`src/rtl/gobackn_pkg.sv`:
```
// Shared definitions for the Go-Back-N sender and receiver pair.
package gobackn_pkg;

  localparam int unsigned N           = 4;
  localparam int unsigned SEQ_WIDTH   = 3;
  localparam int unsigned PAYLOAD_W   = 8 - SEQ_WIDTH;
  localparam int unsigned SEQ_LSB     = 0;
  localparam int unsigned PAYLOAD_LSB = SEQ_WIDTH;

  typedef enum logic [1:0] {
    IDLE   = 2'd0,
    ACTIVE = 2'd1,
    GOBACK = 2'd2
  } sender_state_t;

endpackage

```
`src/rtl/gobackn_frame_buf.sv`:
```
// Payload storage for unacknowledged frames: one write port (tail), one async read port (next).
module gobackn_frame_buf import gobackn_pkg::*; #(
  parameter int unsigned Depth = N,
  parameter int unsigned Width = PAYLOAD_W
) (
  input  logic                     clk,
  input  logic                     reset,
  input  logic                     i_we,
  input  logic [$clog2(Depth)-1:0] i_waddr,
  input  logic [Width-1:0]         i_wdata,
  input  logic [$clog2(Depth)-1:0] i_raddr,
  output logic [Width-1:0]         o_rdata
);

  logic [Width-1:0] r_mem [Depth];

  // Entries clear on reset so an idle sender presents an all-zero frame.
  always_ff @(posedge clk) begin
    if (reset) begin
      r_mem <= '{default: '0};
    end else if (i_we) begin
      r_mem[i_waddr] <= i_wdata;
    end
  end

  assign o_rdata = r_mem[i_raddr];

endmodule

```
`src/rtl/gobackn_sender.sv`:
```
// Go-Back-N transmitter: windowed send, cumulative ack retire, timeout rewind to base.
module gobackn_sender #(
  parameter int unsigned N         = gobackn_pkg::N,
  parameter int unsigned SEQ_WIDTH = gobackn_pkg::SEQ_WIDTH,
  parameter int unsigned TIMEOUT   = 16
) (
  input  logic                   clk,
  input  logic                   reset,
  input  logic [8-SEQ_WIDTH-1:0] in_data,
  input  logic                   in_valid,
  output logic                   in_ready,
  output logic [7:0]             tx_data,
  output logic                   tx_valid,
  input  logic                   tx_ready,
  input  logic [SEQ_WIDTH-1:0]   ack_in,
  input  logic                   ack_valid,
  output logic [SEQ_WIDTH-1:0]   outstanding,
  output logic                   timeout_pulse
);
  import gobackn_pkg::*;

  localparam int unsigned PayW   = 8 - SEQ_WIDTH;
  localparam int unsigned IdxW   = $clog2(N);
  localparam int unsigned TimerW = $clog2(TIMEOUT);

  sender_state_t        r_state, w_state_d;
  logic [SEQ_WIDTH-1:0] r_base, w_base_d;
  logic [SEQ_WIDTH-1:0] r_next, w_next_d;
  logic [SEQ_WIDTH-1:0] r_tail, w_tail_d;
  logic [TimerW-1:0]    r_timer, w_timer_d;

  logic [SEQ_WIDTH-1:0] w_occ;
  logic [SEQ_WIDTH-1:0] w_inflight;
  logic [SEQ_WIDTH-1:0] w_ack_dist;
  logic                 w_ack_ok;
  logic                 w_accept;
  logic                 w_fire;
  logic                 w_timer_exp;
  logic                 w_goback;
  logic [PayW-1:0]      w_rdata;

  assign w_occ      = r_tail - r_base;
  assign w_inflight = r_next - r_base;
  assign w_ack_dist = ack_in - r_base;

  // Only acks that retire at least one sent frame count; duplicates and acks past next drop.
  assign w_ack_ok = ack_valid && (r_state != GOBACK) && (w_ack_dist != '0) &&
                    (w_ack_dist <= w_inflight);

  assign in_ready = (r_state != GOBACK) && (w_occ < SEQ_WIDTH'(N)) && !reset;
  assign w_accept = in_valid && in_ready;

  assign tx_valid = (r_state == ACTIVE) && (r_next != r_tail);
  assign w_fire   = tx_valid && tx_ready;
  assign tx_data  = {w_rdata, r_next};

  // A same-cycle ack beats the timeout.
  assign w_timer_exp = (r_state == ACTIVE) && (r_timer == TimerW'(TIMEOUT - 1));
  assign w_goback    = w_timer_exp && !w_ack_ok;

  assign outstanding   = w_inflight;
  assign timeout_pulse = (r_state == GOBACK);

  gobackn_frame_buf #(
    .Depth (N),
    .Width (PayW)
  ) u_frame_buf (
    .clk     (clk),
    .reset   (reset),
    .i_we    (w_accept),
    .i_waddr (r_tail[IdxW-1:0]),
    .i_wdata (in_data),
    .i_raddr (r_next[IdxW-1:0]),
    .o_rdata (w_rdata)
  );

  // Pointer and timer next-state; go-back rewinds next even if a frame fires this cycle.
  always_comb begin
    w_base_d  = w_ack_ok ? ack_in : r_base;
    w_tail_d  = w_accept ? r_tail + SEQ_WIDTH'(1) : r_tail;
    w_next_d  = r_next;
    w_timer_d = '0;
    if (w_goback) begin
      w_next_d = r_base;
    end else if (w_fire) begin
      w_next_d = r_next + SEQ_WIDTH'(1);
    end
    if (w_goback || w_ack_ok) begin
      w_timer_d = '0;
    end else if ((r_state == ACTIVE) && (r_next != r_base)) begin
      w_timer_d = r_timer + TimerW'(1);
    end
  end

  // State transitions evaluated on post-update pointers so a new payload sends next cycle.
  always_comb begin
    w_state_d = r_state;
    unique case (r_state)
      IDLE: begin
        if (w_tail_d != w_base_d) w_state_d = ACTIVE;
      end
      ACTIVE: begin
        if (w_goback) begin
          w_state_d = GOBACK;
        end else if (w_tail_d == w_base_d) begin
          w_state_d = IDLE;
        end
      end
      GOBACK: begin
        w_state_d = ACTIVE;
      end
      default: begin
        w_state_d = IDLE;
      end
    endcase
  end

  // State registers with synchronous reset; reset discards the whole window.
  always_ff @(posedge clk) begin
    if (reset) begin
      r_state <= IDLE;
      r_base  <= '0;
      r_next  <= '0;
      r_tail  <= '0;
      r_timer <= '0;
    end else begin
      r_state <= w_state_d;
      r_base  <= w_base_d;
      r_next  <= w_next_d;
      r_tail  <= w_tail_d;
      r_timer <= w_timer_d;
    end
  end

endmodule

```
`config.mk`:
```
export PLATFORM = sky130hd
export DESIGN_NAME = gobackn_sender
export DESIGN_NICKNAME = d
export VERILOG_FILES = /design/src/rtl/gobackn_pkg.sv /design/src/rtl/gobackn_frame_buf.sv /design/src/rtl/gobackn_sender.sv
export SDC_FILE = /design/constraint.sdc
export NUM_CORES = 1
export LEC_CHECK = 0
export ABC_AREA = 1
export CAP_MARGIN = 20
export CORE_MARGIN = 4
export CORE_UTILIZATION = 50
export DETAILED_ROUTE_END_ITERATION = 8
export PLACE_DENSITY = 0.74
export SYNTH_ARGS = -nofsm -noshare
export SYNTH_HDL_FRONTEND = slang
export SYNTH_SLANG_ARGS = --single-unit
export TNS_END_PERCENT = 1
```
`constraint.sdc`:
```
create_clock -name clk -period 4.7 [get_ports clk]
set_clock_uncertainty 0.2 [all_clocks]
set_input_delay 0.47 -clock clk [delete_from_list [all_inputs] [get_ports clk]]
set_output_delay 0.47 -clock clk [all_outputs]
set_load 0.02 [all_outputs]
```
==> flow_summary.ini <==
[run_status]
status = completed

[placement]
gp_congestion = 0.876
hpwl_microns = 3560
port_buffers = 26
place_inst = 362
place_area_sq_um = 2350

[timing]
finalCritPeriodShare_pct = 76.9
hold_ws_ns = 0.252
rsz0062_at_grt = false
setup_tns_ns = 0
hold_violations = 0
fin_crit_ns = 3.61
finalSetupViolCount = 0
maxSlewViolCount = 0
slew_headroom_pct = 63.0
max_slew.worst_pin.slew_ns = 0.555
max_clock_freq_mhz = 277

[drt]
ant_nets = 0
drt_iter0_drc = 110
post-route-drc-count = 0
vias_per_cell = 5.13
wire_per_inst_microns = 12.8
vias = 1899
routed_wirelength_microns = 4720
dr.pass1.iters = 4

[critical_path]
cp-start-kind = register
cp-end-kind = register
cp_max_fo = 15
r2r_setup_slack_ns = 1.09
cp-startpoint = r_next[0]
r2r_start = r_next[0]
critPathKind = reg2reg
rr_worst_depth = 20
crit_arrival_ns = 3.58
required_ns = 4.67

[clock_tree]
clk-insertion-delay-late_ns = 0.29
cts-buffers-inserted = 5
post_cts_buffers = 0
root_buffer = clkbuf_8
clock-sinks = 35
clock_path_buffers = 2
clk_pin_slew_worst_paths_ns = 0.07
cts_hold_buf = 0
post_cts_resized = 0
htreeDepth = 2
cts_tree = yes

[yosys]
yosys_most_used_dff = dfxtp_1
yosysWarnings = 0
postSynthAreaPerCell_sq_um = 6.96
synth_fp_nets = 321
synth_area_sq_um = 2040
ys_ff_latch = 35
ys_async_sr_fraction_pct = 0
netlist_instances = 293
synth-edff-count = 0
synth_cell_types = 24
seq_area_frac_synth_pct = 34.3

[finish]
fin_cells = 370
syn2layout_area_growth_pct = 19.1
design_area_sq_um = 2430
num_antenna_cells = 0
drive_gt1_share_pct = 9.63
nets = 349

[floorplanning]
fp.dieW_microns = 71.9
core-area_sq_um = 3800
ios = 27
fp.dieH_microns = 71.9
start_util_pct = 53.7
rows = 22
die_area_sq_um = 5170

[worst_hold_path]
worstHoldStart = r_timer[0]
worstHoldPathCells = 1
hold_class = reg2reg

[job]
max_cap_viol_count = 0

[grt]
grt_pass1_wl_microns = 7840
antenna_found_initial = 0
grt_overflow = 0
grt_pass1_vias = 1664
grtUsageTotal_pct = 19.3
grt_max_degree = 34

[pwr]
finalPower_mw = 1.29
pwr_density_cell_nw_per_um2 = 532
power.leakage_nw = 1.09
vdd_drop_max_uv = 293
-- worst max-delay path, stage by stage (launching register included) --
cell and delay [ns]:
dfxtp_1 0.67, inv_1 0.31, ha_1 0.28, inv_1 0.06, fa_1 0.16, inv_1 0.06
xor2_1 0.19, inv_1 0.07, ha_1 0.32, a21oi_1 0.14, nand2_1 0.09, a21oi_4 0.21
nand2_2 0.12, nand2_1 0.07, nand2_1 0.06, inv_1 0.07, nand2_1 0.05, nand2_1 0.07
nand3_2 0.07, o21bai_1 0.14, a21oi_1 0.07
-- cells by family (layout without fill, tap and decap cells) --
| logic type | count (synthesis) | after routing | synth area share [%] |
|---|---|---|---|
| AND/OR/NAND/NOR | 146 | 146 | 31.6 |
| adder cells (fa/ha/maj) | 15 | 15 | 9.93 |
| AO/OA/AOI/OAI | 45 | 45 | 12.3 |
| buffers and inverters | 43 | 72 | 7.91 |
| flip-flops | 35 | 35 | 34.3 |
| XOR/XNOR | 9 | 9 | 3.86 |
-- where the power goes --
part	switching, mW	internal (mW)	leakage, nW	total (mW)
Combinational	0.416	0.281	0.762	0.697
Sequential	0.0473	0.333	0.284	0.380
Clock	0.113	0.104	0.0412	0.216
-- synth_stat cells (4+ instances only) --
cell type	count	area, sq um
inv_2	7	26.3
nand3_1	19	95.1
nor2_1	25	93.8
ha_1	13	163
a21oi_1	25	125
clkbuf_1	5	18.8
xnor2_1	5	43.8
nand3_2	4	40.0
inv_1	30	113
nand2_1	86	323
dfxtp_1	35	701
o21ai_0	11	55.1
xor2_1	4	35.0
nand2_2	9	56.3
o22ai_1	5	31.3
-- worst paths after layout --
| kind | end |
|---|---|
| worst min-delay path | r_timer[0] |
| worst max register to register | r_state[0] |
| worst min register to register | r_timer[0] |
| worst max-delay path | r_state[0] |
-- flip-flops by register name, indices dropped and copies added, names as in the netlist --
register           count
r_base                 3
r_next                 3
r_state                2
r_tail                 3
r_timer                4
u_frame_buf.r_mem     20
-- stage by stage --
stage | utilization, % | setup WS [ns]
CTS | 64.0 | 1.10
global placement | 61.8 | 1.03
floorplan | - | 1.14
global route | 64.0 | 0.782
detailed placement | 61.8 | 0.925
finish | 64.0 | 1.09
-- cells in the final DEF (no fill, tap or decap) --
cell / instances
ha_1: 13
nand3_2: 4
a21oi_4: 1
buf_4: 1
o21ai_0: 11
clkbuf_1: 1
fa_1: 2
nor2_8: 1
clkinv_2: 1
clkdlybuf4s50_1: 26
inv_2: 7
xor2_1: 4
dfxtp_1: 35
o22ai_1: 5
nand2_1: 86
o21bai_1: 1
a311oi_1: 1
nand4_2: 1
nor3_1: 1
a211oi_1: 1
a21oi_1: 25
inv_1: 30
nand2_2: 9
clkbuf_8: 5
nor2_1: 25
xnor2_1: 5
nand3_1: 19
clkinvlp_4: 1
-- layout make-up --
type                       count  area (sq um)
timing repair buffer          27           268
multi-input combinational    215          1180
sequential                    35           701
clock buffer                   6          72.6
clock inverter                 2          12.5
inverter                      37           139
fill                         355          1370
tap                           48          60.1
-- per-layer routing --
metal,GRT usage [%],vias up,wire (microns)
met5,0,-,0
met4,7.52,0,82
met3,3.51,8,244
met2,27.8,34,2070
met1,28.4,869,2320
li1,-,988,-
Note: power is estimated with default switching activity, not from simulation.
